--- config.mk ---
export PLATFORM = sky130hd
export DESIGN_NAME = reg_file_sb
export DESIGN_NICKNAME = d
export VERILOG_FILES = /design/src/rtl/reg_file_sb.sv
export SDC_FILE = /design/constraint.sdc
export NUM_CORES = 2
export LEC_CHECK = 0
export BUFFER_PORTS_ARGS = -buffer_cell sky130_fd_sc_hd__buf_2
export CELL_PAD_IN_SITES_DETAIL_PLACEMENT = 2
export CELL_PAD_IN_SITES_GLOBAL_PLACEMENT = 2
export CORE_UTILIZATION = 47
export CTS_CLUSTER_DIAMETER = 60
export DETAILED_ROUTE_END_ITERATION = 8
export GPL_ROUTABILITY_DRIVEN = 0
export GPL_TIMING_DRIVEN = 0
export PLACE_DENSITY_LB_ADDON = 0.1
export SYNTH_ARGS = -nofsm -noshare
export SYNTH_HDL_FRONTEND = slang
export SYNTH_SLANG_ARGS = --single-unit
--- constraint.sdc ---
create_clock -name clk -period 7.24 [get_ports clk]
set_input_delay 1.086 -clock clk [delete_from_list [all_inputs] [get_ports clk]]
set_output_delay 1.086 -clock clk [all_outputs]
set_load 0.05 [all_outputs]
--- src/rtl/reg_file_sb.sv ---
// reg_file_sb: integer register file with busy scoreboard for the pipelined core.
//
// Ports:
//   clk        rising-edge clock for all state
//   rst        asynchronous active-low reset
//   rd_addr    NRP packed read addresses, port p at [p*AW +: AW]
//   rd_data    NRP packed combinational read data (write-back bypassed)
//   rd_busy    NRP combinational busy flags (cleared by same-cycle write-back)
//   iss_en     issue strobe, marks iss_addr busy
//   iss_addr   destination register of the issuing instruction
//   wb_en      write-back strobe
//   wb_addr    write-back destination
//   wb_data    write-back data
//   flush      synchronous clear of every busy bit, contents kept
//   busy_cnt   registered count of busy registers
//   sb_err     sticky protocol-error flag
module reg_file_sb #(
    parameter int XLEN    = 32,
    parameter int AW      = 5,
    parameter int NRP     = 2,
    parameter int ZERO_R0 = 1
) (
    input  logic                clk,
    input  logic                rst,
    input  logic [NRP*AW-1:0]   rd_addr,
    output logic [NRP*XLEN-1:0] rd_data,
    output logic [NRP-1:0]      rd_busy,
    input  logic                iss_en,
    input  logic [AW-1:0]       iss_addr,
    input  logic                wb_en,
    input  logic [AW-1:0]       wb_addr,
    input  logic [XLEN-1:0]     wb_data,
    input  logic                flush,
    output logic [AW:0]         busy_cnt,
    output logic                sb_err
);

    localparam int NREGS = 1 << AW;

    logic [XLEN-1:0]  regs_q [NREGS];
    logic [XLEN-1:0]  regs_d [NREGS];
    logic [NREGS-1:0] busy_q, busy_d;
    logic [AW:0]      busy_cnt_q, busy_cnt_d;
    logic             sb_err_q, sb_err_d;
    logic             wb_to_zero;

    assign wb_to_zero = (ZERO_R0 != 0) && (wb_addr == '0);

    always_comb begin
        regs_d = regs_q;
        if (wb_en && !wb_to_zero) begin
            regs_d[wb_addr] = wb_data;
        end
    end

    // Issue is applied after write-back so a same-cycle issue to the same
    // register leaves it busy: the newer producer owns it.
    always_comb begin
        busy_d = busy_q;
        if (flush) begin
            busy_d = '0;
        end else begin
            if (wb_en) begin
                busy_d[wb_addr] = 1'b0;
            end
            if (iss_en) begin
                busy_d[iss_addr] = 1'b1;
            end
        end
        if (ZERO_R0 != 0) begin
            busy_d[0] = 1'b0;
        end
    end

    always_comb begin
        busy_cnt_d = '0;
        for (int i = 0; i < NREGS; i++) begin
            busy_cnt_d = busy_cnt_d + {{AW{1'b0}}, busy_d[i]};
        end
    end

    // Write-back to r0 is never an error; issue checks still apply under flush.
    always_comb begin
        sb_err_d = sb_err_q;
        if (iss_en && busy_q[iss_addr] && !(wb_en && (wb_addr == iss_addr))) begin
            sb_err_d = 1'b1;
        end
        if (wb_en && !flush && (wb_addr != '0) && !busy_q[wb_addr]) begin
            sb_err_d = 1'b1;
        end
    end

    // Bypass is gated by rst so the outputs show the cleared file while
    // reset is held, even if a write-back strobe is still present.
    always_comb begin
        logic [AW-1:0] ra;
        logic          byp;
        ra      = '0;
        byp     = 1'b0;
        rd_data = '0;
        rd_busy = '0;
        for (int p = 0; p < NRP; p++) begin
            ra  = rd_addr[p*AW +: AW];
            byp = rst && wb_en && (wb_addr == ra);
            if ((ZERO_R0 != 0) && (ra == '0)) begin
                rd_data[p*XLEN +: XLEN] = '0;
                rd_busy[p]              = 1'b0;
            end else if (byp) begin
                rd_data[p*XLEN +: XLEN] = wb_data;
                rd_busy[p]              = 1'b0;
            end else begin
                rd_data[p*XLEN +: XLEN] = regs_q[ra];
                rd_busy[p]              = busy_q[ra];
            end
        end
    end

    always_ff @(posedge clk or negedge rst) begin
        if (!rst) begin
            for (int i = 0; i < NREGS; i++) begin
                regs_q[i] <= '0;
            end
            busy_q     <= '0;
            busy_cnt_q <= '0;
            sb_err_q   <= 1'b0;
        end else begin
            regs_q     <= regs_d;
            busy_q     <= busy_d;
            busy_cnt_q <= busy_cnt_d;
            sb_err_q   <= sb_err_d;
        end
    end

    assign busy_cnt = busy_cnt_q;
    assign sb_err   = sb_err_q;

endmodule

==> key figures <==
Synth
  • Yosys warning count: 0
  • Sequential cell area fraction in the yosys report: 45.5%
  • Combinational family with the most area after synthesis: multiplexers
  • Post-synthesis average cell area: 14.3 sq um
  • Number of enable-type register cells in the synthesized netlist: 0
  • Synth Net Count: 4159
  • Adder-cell share of the synthesized area: 0.938%
  • Most instantiated flip-flop cell in the synthesis netlist: dfrtp_1
  • Flops & latches, synth: 1062
  • Leading post-synthesis cells by cell area: dfrtp_1 (46%), mux2_2 (19%), mux4_2 (18%), mux2i_1 (2.6%), clkbuf_1 (1.5%)
  • Share of the synthesized netlist area taken by xor and xnor gates: 0.270%
  • Post-synthesis compound-gate area fraction: 5.67%
  • Synthesized-area fraction occupied by and/or/nand/nor cells: 3.00%
  • Post-Syn Instances: 4072
  • Post-synthesis cell type count: 64
  • Top cell type's share of synthesized area: 45.5%
  • Post-synthesis mux area share: 40.5%
  • Post-synthesis instance area: 58400 sq um
  • Fraction of registers with async set or reset after synthesis: 100%
  • Most area-hungry cell type in the Yosys netlist: dfrtp_1

Place
  • Port Buffers: 118
  • Post-place setup slack: -1.64 ns
  • Half-perimeter wire length after detailed placement: 199000 um
  • Cells after DPL: 5836

CTS
  • Later-pin clock latency in the skew report: 0.79 ns
  • Clock Pin Slew Worst Setup and Hold Paths: 0.06 ns
  • Maximum clock insertion buffer count: 3
  • Number of hold buffers added after cts: 0
  • Clock tree from TritonCTS: yes
  • Number of clock sinks seen by CTS: 1062
  • Number of levels the H-tree was split into: 4
  • CTS root buffer: clkbuf_16
  • Number of buffers created by CTS: 137

STA
  • Period utilisation layout: 100%
  • Final setup violation count: 1
  • Number of slew-limit violations in the final report: 53
  • Max-Slew Margin vs Limit: -12.3%
  • Clock period minus final worst setup slack: 7.26 ns
  • Slew @ Worst Pin: 1.68 ns
  • RSZ-0062 raised after global routing: yes
  • Worst setup margin: -0.0213 ns
  • Highest attainable clock frequency: 138 MHz
  • Number of hold violations in the final report: 0
  • Post-Route Skew: 0.0129 ns

Detailed routing
  • Avg Vias per Cell: 7.44
  • Routed wire length: 286000 um
  • Violation count after the first detailed-route iteration: 6485
  • Pre-antenna DRT Iters: 7
  • Via count: 45273
  • Number of nets with antenna violations after routing: 0
  • WL/cell: 47.0 um
  • DRC errors left: 0

GRT
  • Number of global-route vias before repair: 47121
  • Global route overflow: 0
  • GR Util All Layers: 45.9%
  • Initial antenna violation count: 23
  • Wire length of the first global-routing pass: 394000 um
  • Maximum number of pins on one net before global-route repair: 151

Worst setup path
  • Critical path launch point type: input port
  • Required time at the worst-slack endpoint: 7.95 ns
  • CP endpoint kind: register
  • Endpoint arrival time on the critical path: 7.97 ns
  • Largest driver fanout on the critical path: 10
  • Worst setup path class: in -> reg

Status
  • Result of the run: finished, violations left
  • Violated checks: max-capacitance violations, max-slew violations, negative setup slack

Die
  • Die X: 355 um
  • Std-Cell Core Area: 123000 sq um
  • Floorplan die area: 126000 sq um
  • Die Y-Extent: 355 um
  • Std-Cell Rows: 128
  • Starting Density: 47.7%
  • IO Count: 130

Run
  • Max Cap Violations: 6

Layout
  • Fraction of layout cells with a size suffix above 1: 45.6%
  • Most used cells in the layout excluding fill and tap cells: dfrtp_1 (1062), mux2_2 (971), mux4_2 (469), clkbuf_1 (253), buf_2 (253)
  • Non-Filler Instances: 6089
  • Area overhead of the layout relative to synthesis: 13.1%
  • NumNets Final: 4436
  • Most common library cell in the layout ignoring fill and taps: dfrtp_1

Pwr
  • Switch share: 32.1%
  • IR Drop Worst-Case VDD: 0.294 mV
  • Standby leakage power: 28.8 nW
  • Combinational power share: 22.9%
  • Psw: 6.25 mW
  • Power consumption: 19.5 mW
  • Sequential group share of total power: 41.1%
  • Pwr dens: 295 nW/um^2
  • Cell-internal power: 13.2 mW
  • Share of power burned in the clock network: 36.1%

Hold path
  • Type of the tightest min-delay check: in -> async
[synth_stat cells, drive strengths merged (8+ instances only)]
cell type,instances
dfrtp,1062
mux2,985
mux4,486
clkbuf,232
buf,213
nand2,156
mux2i,154
o21ai,113
a22oi,87
nor2,82
o22ai,65
a221oi,46
a21oi,37
inv,37
nand3,30
nor3,26
fa,23
a22o,21
a21o,15
xnor2,15
nor3b,14
o211ai,14
nor2b,13
o22a,13
nand2b,12
a32o,11
o311ai,11
and3,10
or2,9
a211oi,8
[final cells by class]
| class | count | area, sq um |
|---|---|---|
| tap | 1625 | 2030 |
| sequential | 1062 | 26600 |
| clock inverter | 36 | 389 |
| buffer | 443 | 2280 |
| inverter | 39 | 146 |
| antenna | 12 | 30.0 |
| clock buffer | 206 | 4150 |
| timing repair buffer | 140 | 928 |
| multi-input combinational | 2526 | 29500 |
| fill | 11109 | 56500 |
[what timing repair did]
action	in CTS	in global routing
pin swaps	0	0
gates resized for setup	13	7
buffers inserted	0	1
setup endpoints to repair	5	8
[per-stage QoR]
step / util (%) / cell area (sq um) / TNS, ns / hold WS [ns]
after floorplan: - / 58400 / 0 / 0.438
after global placement: 49.8 / 61000 / - / 0.455
after detailed placement: 50.1 / 61400 / -7.58 / 0.473
after CTS: 53.8 / 66000 / 0 / 0.251
after global routing: 53.9 / 66000 / -0.154 / 0.278
final: 53.9 / 66000 / -0.0213 / 0.207
[worst max-delay path: stages]
cell and delay [ns]:
buf_2 0.22, buf_2 0.36, nor3b_4 0.74, nand2_4 0.29, clkbuf_4 0.40, a22oi_1 0.24, nor2_1 0.10, fa_1 0.57
inv_1 0.07, fa_1 0.53, fa_1 0.44, fa_1 0.53, fa_1 0.43, fa_1 0.49, inv_1 0.05, fa_1 0.41
fa_1 0.48, a21o_1 0.19, a21oi_1 0.18, xnor2_1 0.13
[flip-flops by register name, summed over array words and instances (netlist names)]
| register | count |
|---|---|
| sb_err | 1 |
| busy_cnt | 6 |
| busy_q | 31 |
| regs_q | 1024 |
[cells by family (layout without fill, tap and decap cells)]
logic type	Yosys count	count (layout)
compound gates	477	477
simple gates	376	376
buf+inv	484	864
other cells	0	12
flops	1062	1062
fa+ha+maj	30	30
mux	1625	1625
xor+xnor	18	18
[per-layer routing]
metal,track usage (%),part of all wire [%],vias to the layer above
met5,0.113,0.050,-
met4,26.9,6.6,17
met3,18.7,13,848
met2,63.5,42,3347
met1,60.7,38,24811
li1,-,-,16250
[power groups by stage]
| stage | logic (mW) | clock network (mW) | registers, mW |
|---|---|---|---|
| finish | 4.45 | 7.03 | 8.01 |
| global route | 4.56 | 7.23 | 8.09 |
| CTS | 4.32 | 7.04 | 7.94 |
| detailed placement | 4.23 | 0 | 7.98 |
| global placement | 4.04 | 0 | 7.86 |
| floorplan | 2.86 | 0 | 7.63 |
[worst paths after layout]
path,startpoint,endpoint,slack [ns],depth (start not counted)
worst min-delay path,rst,regs_q[629],0.21,1
worst min register to register,regs_q[996],regs_q[996],0.48,1
max in group asynchronous,rst,regs_q[325],4.84,4
worst max-delay path,wb_addr[3],busy_cnt[4],-0.02,20
worst max register to register,busy_q[20],busy_cnt[4],1.85,17
min in group clk,regs_q[996],regs_q[996],0.48,1
No activity file was read; power rests on OpenSTA's default activity.
